<file path="config.mk">
export PLATFORM = sky130hd
export DESIGN_NAME = pe_row_stream
export DESIGN_NICKNAME = d
export VERILOG_FILES = /design/src/rtl/pe_pkg.sv /design/src/rtl/pe_row_stream_cell.sv /design/src/rtl/pe_row_stream.sv
export SDC_FILE = /design/constraint.sdc
export NUM_CORES = 1
export LEC_CHECK = 0
export BUFFER_PORTS_ARGS = -buffer_cell sky130_fd_sc_hd__buf_2
export CORE_ASPECT_RATIO = 1.4
export CORE_MARGIN = 2
export CORE_UTILIZATION = 38
export CTS_CLUSTER_DIAMETER = 120
export DETAILED_ROUTE_END_ITERATION = 7
export HOLD_SLACK_MARGIN = 0.03
export SYNTH_ARGS = -nofsm -noshare
export SYNTH_HDL_FRONTEND = slang
export SYNTH_SLANG_ARGS = --single-unit
</file>
<file path="constraint.sdc">
create_clock -name clk -period 12.15 [get_ports clk]
set_clock_uncertainty 0.15 [all_clocks]
set_input_delay 0.6075 -clock clk [delete_from_list [all_inputs] [get_ports clk]]
set_output_delay 0.6075 -clock clk [all_outputs]
set_load 0.05 [all_outputs]
</file>
<file path="src/rtl/pe_pkg.sv">
// rtl/pe_pkg.sv - shared types, drain FSM encoding and accumulator limiting for the PE row
package pe_pkg;

    localparam int ACC_MAXW = 64;
    localparam int WIDE_W   = ACC_MAXW + 2;

    typedef logic signed [WIDE_W-1:0] wide_t;

    localparam logic [1:0] ST_IDLE  = 2'd0;
    localparam logic [1:0] ST_CAPT  = 2'd1;
    localparam logic [1:0] ST_DRAIN = 2'd2;

    // The sum is computed with headroom; clamping happens here, wrapping is the caller's truncation.
    function automatic wide_t acc_limit(input wide_t sum, input int aw, input logic sat, input logic sgn);
        wide_t one;
        wide_t vmax;
        wide_t vmin;
        one = wide_t'(1);
        if (sgn) begin
            vmax = (one <<< (aw - 1)) - one;
            vmin = -(one <<< (aw - 1));
        end else begin
            vmax = (one <<< aw) - one;
            vmin = '0;
        end
        acc_limit = sum;
        if (sat) begin
            if (sum > vmax)
                acc_limit = vmax;
            else if (sum < vmin)
                acc_limit = vmin;
        end
    endfunction

endpackage

</file>
<file path="src/rtl/pe_row_stream_cell.sv">
// rtl/pe_row_stream_cell.sv - one MAC lane: operand forwarding, B delay, accumulator and shadow
module pe_mac_cell
    import pe_pkg::*;
#(
    parameter int BITWIDTH    = 8,
    parameter int ACC_WIDTH   = 20,
    parameter int SIGNED_MODE = 1,
    parameter int SATURATE    = 0
) (
    input  logic                 clk,
    input  logic                 rst_n,
    input  logic [BITWIDTH-1:0]  i_a,
    input  logic                 i_v,
    input  logic                 i_f,
    input  logic                 i_l,
    input  logic [BITWIDTH-1:0]  i_b,
    output logic [BITWIDTH-1:0]  o_a,
    output logic                 o_v,
    output logic                 o_f,
    output logic                 o_l,
    output logic [BITWIDTH-1:0]  o_b,
    output logic [ACC_WIDTH-1:0] o_shadow
);

    localparam logic SGN = (SIGNED_MODE != 0);
    localparam logic SAT = (SATURATE != 0);

    logic [BITWIDTH-1:0]   r_a, r_b;
    logic                  r_v, r_f, r_l;
    logic [ACC_WIDTH-1:0]  r_acc, r_shadow;
    logic [2*BITWIDTH-1:0] w_ea, w_eb, w_prod;
    logic [ACC_WIDTH-1:0]  w_base, w_next;
    wide_t                 w_sum;

    // Low 2*BITWIDTH bits of the product of extended operands are correct for both signednesses.
    assign w_ea   = {{BITWIDTH{SGN & i_a[BITWIDTH-1]}}, i_a};
    assign w_eb   = {{BITWIDTH{SGN & i_b[BITWIDTH-1]}}, i_b};
    assign w_prod = w_ea * w_eb;
    assign w_base = i_f ? '0 : r_acc;
    assign w_sum  = {{(WIDE_W-ACC_WIDTH){SGN & w_base[ACC_WIDTH-1]}}, w_base}
                  + {{(WIDE_W-2*BITWIDTH){SGN & w_prod[2*BITWIDTH-1]}}, w_prod};
    assign w_next = ACC_WIDTH'(acc_limit(w_sum, ACC_WIDTH, SAT, SGN));

    always_ff @(posedge clk or negedge rst_n) begin
        if (!rst_n) begin
            r_a      <= '0;
            r_b      <= '0;
            r_v      <= 1'b0;
            r_f      <= 1'b0;
            r_l      <= 1'b0;
            r_acc    <= '0;
            r_shadow <= '0;
        end else begin
            r_a <= i_a;
            r_b <= i_b;
            r_v <= i_v;
            r_f <= i_f;
            r_l <= i_l;
            if (i_v) begin
                r_acc <= w_next;
                if (i_l)
                    r_shadow <= w_next;
            end
        end
    end

    assign o_a      = r_a;
    assign o_v      = r_v;
    assign o_f      = r_f;
    assign o_l      = r_l;
    assign o_b      = r_b;
    assign o_shadow = r_shadow;

endmodule

</file>
<file path="src/rtl/pe_row_stream.sv">
// rtl/pe_row_stream.sv - systolic PE row with tile protocol and serial result drain
module pe_row_stream
    import pe_pkg::*;
#(
    parameter int BITWIDTH    = 8,
    parameter int Y_COL       = 3,
    parameter int ACC_WIDTH   = 20,
    parameter int SIGNED_MODE = 1,
    parameter int SATURATE    = 0,
    parameter int IDX_W       = (Y_COL > 1) ? $clog2(Y_COL) : 1
) (
    input  logic                      clk,
    input  logic                      rst_n,
    input  logic                      in_valid,
    output logic                      in_ready,
    input  logic                      in_first,
    input  logic                      in_last,
    input  logic [BITWIDTH-1:0]       in_row,
    input  logic [Y_COL*BITWIDTH-1:0] in_col,
    output logic [Y_COL*BITWIDTH-1:0] out_col,
    output logic                      res_valid,
    input  logic                      res_ready,
    output logic [ACC_WIDTH-1:0]      res_data,
    output logic [IDX_W-1:0]          res_idx
);

    localparam logic [IDX_W-1:0] LAST_IDX = IDX_W'(Y_COL - 1);

    logic [BITWIDTH-1:0]  w_a [Y_COL+1];
    logic                 w_v [Y_COL+1];
    logic                 w_f [Y_COL+1];
    logic                 w_l [Y_COL+1];
    logic [ACC_WIDTH-1:0] w_shadow [2**IDX_W];

    logic [1:0]       r_state;
    logic [IDX_W-1:0] r_idx;
    logic             w_busy, w_snap0, w_snap_last, w_hs;

    assign w_a[0] = in_row;
    assign w_v[0] = in_valid & in_ready;
    assign w_f[0] = in_first;
    assign w_l[0] = in_last;

    genvar gi;
    generate
        for (gi = 0; gi < Y_COL; gi++) begin : g_lane
            pe_mac_cell #(
                .BITWIDTH    (BITWIDTH),
                .ACC_WIDTH   (ACC_WIDTH),
                .SIGNED_MODE (SIGNED_MODE),
                .SATURATE    (SATURATE)
            ) u_cell (
                .clk      (clk),
                .rst_n    (rst_n),
                .i_a      (w_a[gi]),
                .i_v      (w_v[gi]),
                .i_f      (w_f[gi]),
                .i_l      (w_l[gi]),
                .i_b      (in_col[(Y_COL-1-gi)*BITWIDTH +: BITWIDTH]),
                .o_a      (w_a[gi+1]),
                .o_v      (w_v[gi+1]),
                .o_f      (w_f[gi+1]),
                .o_l      (w_l[gi+1]),
                .o_b      (out_col[(Y_COL-1-gi)*BITWIDTH +: BITWIDTH]),
                .o_shadow (w_shadow[gi])
            );
        end
        for (gi = Y_COL; gi < 2**IDX_W; gi++) begin : g_pad
            assign w_shadow[gi] = '0;
        end
    endgenerate

    // Only a last beat is held back while the shadows are still owed to the consumer.
    assign w_busy      = (r_state != ST_IDLE);
    assign in_ready    = ~(w_busy & in_last);
    assign w_snap0     = w_v[0] & w_l[0];
    assign w_snap_last = w_v[Y_COL-1] & w_l[Y_COL-1];
    assign w_hs        = res_valid & res_ready;

    always_ff @(posedge clk or negedge rst_n) begin
        if (!rst_n) begin
            r_state <= ST_IDLE;
            r_idx   <= '0;
        end else begin
            case (r_state)
                ST_IDLE: begin
                    if (w_snap0)
                        r_state <= (Y_COL == 1) ? ST_DRAIN : ST_CAPT;
                end
                ST_CAPT: begin
                    if (w_snap_last)
                        r_state <= ST_DRAIN;
                end
                ST_DRAIN: begin
                    if (w_hs) begin
                        if (r_idx == LAST_IDX) begin
                            r_state <= ST_IDLE;
                            r_idx   <= '0;
                        end else begin
                            r_idx <= r_idx + IDX_W'(1);
                        end
                    end
                end
                default: r_state <= ST_IDLE;
            endcase
        end
    end

    assign res_valid = (r_state == ST_DRAIN);
    assign res_data  = w_shadow[r_idx];
    assign res_idx   = r_idx;

endmodule
</file>
# Yosys cells after proc, flatten, opt, wreduce, memory -nomap -nowiden
# Index checks and enable logic that the tools add are counted.
dict set report word_totals {
  register_bits 170
  inputBits 38
  out_inout_bits 48
  wordCells 60
}
dict set report classes {
  addsub 4
  mul 3
  order_cmp 1
  n_eq_ne 7
  n_mux 12
  bitwise 7
  n_reduce_logical 7
}
# op count
set op_table {}
lappend op_table {{two-way mux 20 bit} 5}
lappend op_table {{adder 20 x 16 -> 20 bit} 3}
lappend op_table {{multiplier 8 x 8 -> 16 bit} 3}
lappend op_table {{binary-select mux 20 bit (select 2 bit)} 1}
lappend op_table {{two-way mux 2 bit} 5}
lappend op_table {{AND reduction 2 bit} 4}
lappend op_table {{one-hot mux 2 bit (3 select lines)} 1}
lappend op_table {{bitwise AND 1 bit} 5}
lappend op_table {{== test 2 bit, second input constant} 2}
lappend op_table {{!= test 2 x 1 -> 1 bit, second input constant} 2}
lappend op_table {{!= test 2 bit, second input constant} 2}
lappend op_table {{AND reduction 4 bit} 1}
lappend op_table {{greater-or-equal comparator 3 bit, second input constant} 1}
lappend op_table {{NOT 2 -> 3 bit} 1}
lappend op_table {{adder 2 x 1 -> 2 bit, second input constant} 1}
lappend op_table {{== test 2 x 1 -> 1 bit, second input constant} 1}
lappend op_table {{zero test 2 bit} 1}
lappend op_table {{nonzero test 2 bit} 1}
lappend op_table {{NOT 1 bit} 1}

# Longest topological paths before layout
# Gate-level depths: netlist (run 1).
dict set report logic_depth {
  word_depth 7
  mapped_depth 19
  ltp_nobuf 18
}

# Cells and area by module
# A second synthesis (run 1) with hierarchy kept.
dict set report unflattened {
  hier_cells 1653
  hier_area_um2 17932.2
}
# module n_inst cells_per_inst area_per_inst_um2 seq_area_each_um2
set by_module_without_submodules {}
lappend by_module_without_submodules {{pe_mac_cell (g_lane[2].u_cell)} 1 546 5818.1 1476.4}
lappend by_module_without_submodules {{pe_mac_cell (g_lane[0].u_cell)} 1 517 5730.5 1476.4}
lappend by_module_without_submodules {{pe_mac_cell (g_lane[1].u_cell)} 1 524 5724.2 1476.4}
lappend by_module_without_submodules {pe_row_stream 1 66 659.4 100.1}

# Worst setup path before layout (run 1)
# OpenSTA, ideal clock, no wires.
dict set report synth_timing {
  path_kind {in2reg}
  from {in in_col[8]}
  to {reg g_lane[1].u_cell.r_acc[17]}
  setup_time_ns 0.125
  arrival_ns 5.111
  required_ns 11.875
  slack_ns 6.764
  path_stages 15
  n_path_buf 0
  path_cell_list {and2_1 inv_1 fa_1 inv_1 fa_1 fa_1 fa_1 fa_1 ha_1 o211ai_1 o2111ai_1 a31oi_1 o21ai_0 xor2_1 mux2_2}
}
dict set report synth_between {
  elab_chain_len 2
}
# element line_no
set synth_lines {}
lappend synth_lines {{start, declared} pe_row_stream.sv:19} ;# input logic [Y_COL*BITWIDTH-1:0] in_col,
lappend synth_lines {{multiplier 8 x 8 -> 16 bit} pe_row_stream_cell.sv:38} ;# assign w_prod = w_ea * w_eb;
lappend synth_lines {{adder 20 x 16 -> 20 bit} pe_row_stream_cell.sv:41} ;# + {{(WIDE_W-2*BITWIDTH){SGN & w_prod[2*BITWIDTH-1]}}, w_prod};
lappend synth_lines {{end signal, assigned} pe_row_stream_cell.sv:60} ;# r_acc <= w_next;
lappend synth_lines {{end, declared} pe_row_stream_cell.sv:30} ;# logic [ACC_WIDTH-1:0] r_acc, r_shadow;
# Every way passes these cells.
# A chain may end at the register's enable or synchronous reset.

# Worst setup path after layout (run 1)
dict set report layout_timing {
  from {reg g_lane[1].u_cell.r_a[7]}
  to {reg g_lane[2].u_cell.r_acc[17]}
}
dict set report layout_between {
  elab_chain_len 2
}
# element line_no
set layout_lines {}
lappend layout_lines {{start, declared} pe_row_stream_cell.sv:28} ;# logic [BITWIDTH-1:0] r_a, r_b;
lappend layout_lines {{start signal, assigned} pe_row_stream_cell.sv:54} ;# r_a <= i_a;
lappend layout_lines {{multiplier 8 x 8 -> 16 bit} pe_row_stream_cell.sv:38}
lappend layout_lines {{adder 20 x 16 -> 20 bit} pe_row_stream_cell.sv:41}
lappend layout_lines {{end signal, assigned} pe_row_stream_cell.sv:60}
lappend layout_lines {{end, declared} pe_row_stream_cell.sv:30}
# Every way passes these cells.

==> results of run 1 <==
==> worst max-delay path by stage <==
stage / end / slack (ps) / depth (start not counted)
after global placement: g_lane[2].u_cell.o_shadow[17] / 6130 / 16
after floorplan: g_lane[1].u_cell.r_acc[17] / 6760 / 15
final: g_lane[2].u_cell.r_acc[17] / 6340 / 15
after detailed placement: g_lane[2].u_cell.r_acc[17] / 6060 / 16
after CTS: g_lane[2].u_cell.r_acc[17] / 6250 / 15
after global routing: g_lane[2].u_cell.o_shadow[19] / 5930 / 15
==> synth_stat cells (3+ instances only) <==
library cell	n	area share [%]
clkinv_1	3	0.065
mux2_2	63	4.1
o21a_1	6	0.26
nor2b_1	47	1.7
a21o_1	13	0.56
nand3_1	13	0.38
fa_1	264	30
o211ai_1	6	0.26
or3_1	6	0.22
dfrtp_1	170	25
a31oi_1	4	0.14
o2111ai_1	3	0.15
o21ai_0	73	2.1
or4_1	4	0.17
a221oi_1	6	0.30
nand4_1	6	0.22
o21bai_1	5	0.22
a21boi_1	3	0.13
nor3_1	13	0.38
ha_1	138	10
nor4_1	3	0.11
mux2i_1	26	1.5
a21oi_1	38	1.1
nor3b_1	10	0.43
buf_1	5	0.11
o31ai_1	7	0.30
clkbuf_1	26	0.56
nand3b_1	3	0.13
xnor2_1	43	2.2
nor2_1	51	1.1
nand2b_1	25	0.90
and2_1	100	3.6
nand2_1	177	3.8
inv_1	256	5.5
a211oi_1	3	0.13
xor2_1	14	0.71
==> routing by layer <==
metal  track usage [%]  vias to the layer above  part of all wire (%)
li1                  -                     5453                     -
met5                 0                        -                     0
met1              21.4                     5917                    40
met3              2.19                       79                   2.3
met4              8.22                        0                   4.1
met2              32.8                      187                    53
==> what timing repair did <==
item,CTS,global route
setup endpoints to repair,0,0
endpoints found under the hold margin,39,0
hold buffers,1,0
==> state kept, by name, summed over array words and instances, names as in the netlist <==
signal,count
g_lane.u_cell.o_shadow,60
g_lane.u_cell.r_acc,60
g_lane.u_cell.o_b,24
g_lane.u_cell.o_a,16
g_lane.u_cell.o_f,2
g_lane.u_cell.o_l,2
g_lane.u_cell.o_v,2
r_state,2
res_idx,2
==> worst max-delay path, delay by kind of cell, from the launching register on <==
kind | cells | cell delay (ps)
AO/OA/AOI/OAI | 4 | 860
XOR/XNOR | 1 | 170
adder cells (fa/ha/maj) | 6 | 2790
buffers and inverters | 2 | 190
flip-flops | 1 | 540
multiplexers | 1 | 270
AND/OR/NAND/NOR | 1 | 730
==> kinds of logic (layout without fill, tap and decap cells) <==
| group | after synthesis | count (layout) | share of synthesized area, % |
|---|---|---|---|
| AO/OA/AOI/OAI | 186 | 186 | 6.69 |
| XOR/XNOR | 57 | 57 | 2.88 |
| adder cells (fa/ha/maj) | 402 | 402 | 40.4 |
| buffers and inverters | 295 | 386 | 6.48 |
| flip-flops | 170 | 170 | 24.5 |
| multiplexers | 89 | 89 | 5.59 |
| AND/OR/NAND/NOR | 463 | 463 | 13.4 |
==> per-stage QoR <==
stage | utilization, % | instances
2_1_floorplan | - | 1662
3_3_place_gp | 41.0 | 2331
3_5_place_dp | 41.0 | 2331
4_1_cts | 42.3 | 2364
5_1_grt | 42.3 | 2364
6_report | 42.3 | 2364
==> layout make-up <==
| type | count | area, µm² | area share [%] |
|---|---|---|---|
| Sequential cell | 170 | 4250 | 22.3 |
| Clock buffer | 19 | 443 | 2.32 |
| Timing Repair Buffer | 94 | 502 | 2.63 |
| Multi-Input combinational cell | 1197 | 12000 | 62.8 |
| Clock inverter | 13 | 151 | 0.794 |
| Inverter | 260 | 976 | 5.12 |
| Tap cell | 611 | 764 | 4.01 |
==> results.toml, run 1 <==
[sta]
period_needed_ps = 5810
fin_ws_ps = 6340
tightest_slew_ps = 1060
fmax_ghz = 0.172
hold_viol = 0
fin_crit_sh_pct = 47.8
slew_headroom_pct = 29.1
grt_setup_unrepaired = "false"
tns_ps = 0
slew_violations = 0
hold_slack_ps = 135
setup_viol = 0

[cts]
root_buffer = "clkbuf_16"
path_clk_slew_ps = 80
clk_latency_ps = 460
cts-resized-gates = 0
numCtsBuffers = 17
cts_setup_buffers = 0
cts_buffer_depth = 2
htree_levels = 4
cts_sinks = 170
cts_tree = "yes"

[setup_path]
startpoint = "g_lane[1].u_cell.o_a[7]"
critical-path-max-stage-delay_ps = 730
cp.arrival_ps = 6000
crit_path_start_kind = "flop"
r2r-start = "g_lane[1].u_cell.o_a[7]"
worstReg2RegEnd = "g_lane[2].u_cell.r_acc[17]"
crit_type = "flop to flop"
crit_slowest_cell = "and2_1"
path_max_fanout = 13
end_kind = "flop"
cp.required_ps = 12340
crit_path_frequent_cell = "fa_1"
r2r_cells = 15
rrSetupSlack_ps = 6340
crit_chain = "and2_1 -> inv_1 -> fa_1 -> inv_1 -> fa_1 -> fa_1 -> fa_1 -> fa_1 -> ha_1 -> o211ai_1 -> o2111ai_1 -> a31oi_1 -> o21ai_0 -> xor2_1 -> mux2_2"

[placed_design]
io_buffers = 85
pre_cts_ws_ps = 6060
hpwl_um = 33100
postPlaceCellArea_um2 = 18500
gp_congestion = 0.849

[logic_synthesis]
ys_seq_area_share_pct = 24.5
synthCells = 1662
yosysWarnings = 0
syn_avg_cell_area_um2 = 10.4
ys_ff_latch = 170
ys_types = 58
syn_area_um2 = 17300
syn-num-nets = 2102
synth_flop_cell = "dfrtp_1"
synth_edf_count = 0
synthArstFlopShare_pct = 100

[global_routing]
track_usage_pct = 18.2
grt_max_degree = 77
grt_pass1_wl_um = 67100
grt_pass1_vias = 12813
gr-total-overflow = 0
antenna_found_initial = 1

[flow_run]
maxCapViolations = 0

[hold_path]
worstHoldStart = "in_last"
whs_path_depth = 1
min_to = "g_lane[0].u_cell.o_l"
hold_class = "input port to flop"

[drt]
dr.first_iter.drc_count = 356
drtAntennaViolNets = 0
viasPerCell = 4.92
wirelength_um = 40200
drc = 0
wl_per_cell_um = 17.0
dr_total_vias = 11636
drtPass1Iterations = 5

[finish]
antenna-diode-count = 0
drive_gt1_share_pct = 11.0
syn2layout_area_growth_pct = 9.87
final_cell_mix = "fa_1, inv_1, nand2_1, dfrtp_1, ha_1"
layout_commonest_cell = "fa_1"
fill_cells = 4386
design_area_um2 = 19100
nets = 2180

[floorplan]
chipHeight_um = 257
pin_count = 86
core_region_area_um2 = 45000
die_w_um = 185
rows = 92
start_util_pct = 38.5
die-area_um2 = 47400

[run_status]
status = "completed"
Power of run 1 is left out: the tool's default activity adds up to more than one toggle a clock period on the data nets, which glitch-free logic cannot reach.
==> inputs of run 2 (changes only) <==
==> constraint.sdc (replaced) <==
create_clock -name clk -period 5.1 [get_ports clk]
set_clock_uncertainty 0.15 [all_clocks]
set_input_delay 0.255 -clock clk [delete_from_list [all_inputs] [get_ports clk]]
set_output_delay 0.255 -clock clk [all_outputs]
set_load 0.05 [all_outputs]
==> results.toml, run 2 (same netlist as run 1, synthesis figures left out) <==
[global_routing]
grt_pass1_wl_um = 68600
antenna_found_initial = 0
gr-total-overflow = 0
track_usage_pct = 18.6
grt_pass1_vias = 13097
grt_max_degree = 89

[setup_path]
end_kind = "flop"
critical-path-max-stage-delay_ps = 590
rrSetupSlack_ps = 160
crit_path_frequent_cell = "fa_1"
crit_path_start_kind = "input port"
path_buf_inv = 3
path_max_fanout = 8
critical-path-top-delay-family = "adder cells"
cp.arrival_ps = 5150
crit_chain = "dlygate4sd3_1 -> buf_4 -> and2_2 -> buf_4 -> fa_1 -> fa_1 -> fa_1 -> fa_1 -> ha_1 -> ha_1 -> o211ai_1 -> o21ai_1 -> or3_1 -> a21oi_2 -> xnor2_2 -> mux2_2"
cp.required_ps = 5290
crit_type = "input port to flop"
crit_slowest_cell = "fa_1"

[floorplan]
core_region_area_um2 = 45000
die-area_um2 = 47400
chipHeight_um = 257
pin_count = 86
start_util_pct = 38.5
die_w_um = 185
rows = 92

[sta]
tightest_slew_ps = 987
slew_violations = 0
fmax_ghz = 0.202
setup_viol = 0
slew_headroom_pct = 34.0
hold_viol = 0
hold_slack_ps = 195
period_needed_ps = 4960
grt_setup_unrepaired = "true"
fin_crit_sh_pct = 97.3

[finish]
register_area_um2 = 4270
nets = 2301
syn2layout_area_growth_pct = 19.1
drive_gt1_share_pct = 19.3
layout_commonest_cell = "fa_1"
final_cell_mix = "fa_1, inv_1, nand2_1, dfrtp_1, ha_1"
antenna-diode-count = 0
multi_input_area_um2 = 12400
fill_cells = 4219
fin_util_pct = 45.9

[cts]
cts_sinks = 170
path_clk_slew_ps = 90
cts_tree = "yes"
numCtsBuffers = 17
cts_buffer_depth = 2
htree_levels = 4
clk_latency_ps = 460
root_buffer = "clkbuf_16"

[placed_design]
hpwl_um = 33800
io_buffers = 85
gp_congestion = 0.856

[drt]
wl_per_cell_um = 16.8
drtPass1Iterations = 6
viasPerCell = 4.85
dr_total_vias = 12046
dr.first_iter.drc_count = 464
drtAntennaViolNets = 0
wirelength_um = 41600
drc = 0

[run_status]
status = "completed"

[hold_path]
hold_class = "input port to flop"

[flow_run]
maxCapViolations = 0
-- run 2: cell types whose count changed in the layout (fill, tap and decap cells not counted), sizes merged --
cell	change
buf	+81
bufinv	-1
clkbuf	+3
clkinv	+1
clkinvlp	+1
dlygate4sd3	+35
inv	+1
-- run 2: tightest hold or removal path, cell delays in order --
cell and delay [ps]:
buf_2 90, nand3_1 70, buf_4 240, o21ai_0 120
-- run 2: metal layers --
layer | wire length [µm] | vias up | global-route usage (%) | share of wire, %
met2 | 23100 | 138 | 34.7 | 55
met5 | 0 | - | 0 | 0
li1 | - | 5709 | - | -
met3 | 759 | 47 | 2.05 | 1.8
met1 | 16600 | 6152 | 22.1 | 40
met4 | 1130 | 0 | 6.09 | 2.7
-- run 2: worst paths after layout --
kind                                          from  depth (start not counted)                       endpoint
setup / recovery                         in_col[8]                         16  g_lane[1].u_cell.o_shadow[11]
hold / removal                            in_valid                          4                     r_state[0]
setup reg to reg           g_lane[1].u_cell.o_a[3]                         16     g_lane[2].u_cell.r_acc[19]
hold reg to reg            g_lane[0].u_cell.o_a[6]                          0        g_lane[1].u_cell.o_a[6]
max in group asynchronous                    rst_n                          3        g_lane[0].u_cell.o_a[2]
min in group asynchronous                    rst_n                          2        g_lane[1].u_cell.o_b[4]
-- run 2: cell type report --
| class | count | share of cell area, % |
|---|---|---|
| clock buffer | 17 | 2.06 |
| clock inverter | 15 | 1.01 |
| inverter | 260 | 4.72 |
| multi-input combinational | 1197 | 60.3 |
| sequential | 170 | 20.7 |
| tap | 611 | 3.70 |
| timing repair buffer | 215 | 7.59 |
-- run 2: per-stage QoR --
step / area (µm²) / instances / TNS, ps / setup slack, ps
floorplan: 17400 / 1662 / 0 / 6.81
global placement: 19000 / 2401 / -101 / -37.1
detailed placement: 19000 / 2401 / -439 / -80.9
CTS: 20000 / 2469 / 0 / 3.20
global route: 20700 / 2485 / -448 / -50.0
finish: 20700 / 2485 / 0 / 138
-- run 2: repair_timing --
action / in CTS / in global routing
gates resized for setup: 4 / 120
hold buffers: 36 / 0
buffers inserted: 0 / 16
pin swaps: 2 / 36
endpoints found under the setup margin: 14 / 60
endpoints found under the hold margin: 119 / 0
Power of run 2 is left out for the same reason.
==> inputs of run 3 (changes only) <==
--- a/config.mk
+++ b/config.mk
@@ -7,11 +7,11 @@
 export LEC_CHECK = 0
 export BUFFER_PORTS_ARGS = -buffer_cell sky130_fd_sc_hd__buf_2
 export CORE_ASPECT_RATIO = 1.4
-export CORE_MARGIN = 2
-export CORE_UTILIZATION = 38
+export CORE_UTILIZATION = 50
 export CTS_CLUSTER_DIAMETER = 120
 export DETAILED_ROUTE_END_ITERATION = 7
 export HOLD_SLACK_MARGIN = 0.03
+export PLACE_DENSITY = 0.7
 export SYNTH_ARGS = -nofsm -noshare
 export SYNTH_HDL_FRONTEND = slang
 export SYNTH_SLANG_ARGS = --single-unit
==> results.toml, run 3 (same netlist as run 1, synthesis figures left out) <==
[global_routing]
grtUsageMet3_pct = 3.02
gr-total-overflow = 0
grt_util_met2_pct = 43.5
track_usage_pct = 24.1
top_usage_layer = "met2"
grtUsageMet1_pct = 28.2
antenna_found_initial = 0
grt_pass1_wl_um = 66700
grt_max_degree = 93
grt_pass1_vias = 13229

[run_status]
status = "completed"

[finish]
fill_cells = 2849
nets = 2267
design_area_um2 = 19900
antenna-diode-count = 0
final_cell_mix = "fa_1, inv_1, nand2_1, dfrtp_1, ha_1"
drive_gt1_share_pct = 16.6
layout_commonest_cell = "fa_1"
syn2layout_area_growth_pct = 14.9

[sta]
slew_violations = 0
fin_crit_sh_pct = 97.2
hold_viol = 0
fmax_ghz = 0.202
slew_headroom_pct = 32.1
period_needed_ps = 4960
setup_viol = 0
tightest_slew_ps = 1020
fin_ws_ps = 143

[floorplan]
die-area_um2 = 35500
chipHeight_um = 222
start_util_pct = 50.8
rows = 80
core_region_area_um2 = 34100
pin_count = 86
die_w_um = 159

[setup_path]
cp.required_ps = 5290
r2r-start = "g_lane[1].u_cell.o_f"
crit_slowest_cell = "fa_1"
crit_path_frequent_cell = "fa_1"
critical-path-max-stage-delay_ps = 560
cp.arrival_ps = 5150
startpoint = "g_lane[1].u_cell.o_f"
path_buf_inv = 3
crit_path_start_kind = "flop"
end_kind = "flop"
crit_chain = "nand2b_1 -> fa_1 -> inv_1 -> fa_1 -> inv_1 -> fa_1 -> inv_1 -> fa_1 -> fa_1 -> ha_4 -> o211ai_1 -> o21ai_1 -> or3_1 -> a21oi_1 -> xnor2_1 -> mux2_2"
critical-path-top-delay-family = "adder cells"
crit_type = "flop to flop"
path_max_fanout = 4

[drt]
viasPerCell = 5.23
wirelength_um = 39500
dr_total_vias = 11980
drtAntennaViolNets = 0
drc = 0
drtPass1Iterations = 5
wl_per_cell_um = 17.2
dr.first_iter.drc_count = 573

[cts]
path_clk_slew_ps = 80
root_buffer = "clkbuf_16"
cts_buffer_depth = 2
numCtsBuffers = 17
cts_sinks = 170
htree_levels = 4
clk_latency_ps = 460
cts_tree = "yes"

[flow_run]
maxCapViolations = 0

[placed_design]
pre_cts_ws_ps = -27.3
postPlaceCellArea_um2 = 18700
io_buffers = 85
hpwl_um = 32200
gp_congestion = 0.866

[hold_path]
hold_class = "input port to flop"
worstHoldStart = "in_valid"
## run 3: stage by stage
| stage | util (%) | std cells | hold slack, ps | setup TNS (ps) |
|---|---|---|---|---|
| 6_report | 58.4 | 2291 | 217 | 0 |
| 5_1_grt | 58.4 | 2291 | 253 | -96.7 |
| 4_1_cts | 57.5 | 2289 | 207 | 0 |
| 3_5_place_dp | 54.7 | 2221 | 193 | -79.9 |
| 3_3_place_gp | 54.7 | 2221 | 190 | 0 |
| 2_1_floorplan | - | 1662 | -191 | 0 |
## run 3: metal layers
| layer | routed length (µm) | vias to the layer above |
|---|---|---|
| li1 | - | 5619 |
| met1 | 15500 | 6111 |
| met2 | 21300 | 178 |
| met3 | 819 | 72 |
| met4 | 1880 | 0 |
| met5 | 0 | - |
## run 3: repair_timing
action | in CTS | in global routing
hold endpoints to repair | 115 | 0
pin swaps | 0 | 18
setup buffers | 0 | 2
gates resized for setup | 2 | 74
hold buffers | 36 | 0
endpoints found under the setup margin | 6 | 55
## run 3: final cells by class
type / count / area, µm² / area share, %
tap: 451 / 564 / 2.83
multi-input combinational: 1197 / 12200 / 61.4
clock buffer: 18 / 429 / 2.15
timing repair buffer: 181 / 1300 / 6.50
inverter: 260 / 976 / 4.90
sequential: 170 / 4260 / 21.4
clock inverter: 14 / 163 / 0.816
## run 3: path summary, 6_finish.rpt
check / depth (start not counted) / to / slack [ps]
min in group asynchronous: 2 / g_lane[2].u_cell.o_b[4] / 230
hold / removal: 4 / r_state[0] / 220
setup reg to reg: 16 / g_lane[2].u_cell.o_shadow[11] / 140
setup / recovery: 16 / g_lane[2].u_cell.o_shadow[11] / 140
hold reg to reg: 0 / g_lane[1].u_cell.o_l / 280
max in group asynchronous: 3 / g_lane[0].u_cell.o_shadow[0] / 3600
## run 3: worst min-delay path: stages
cell	delay (ps)
buf_2	90
nand3_1	70
buf_4	240
o21ai_0	120
Power of run 3 is left out for the same reason.
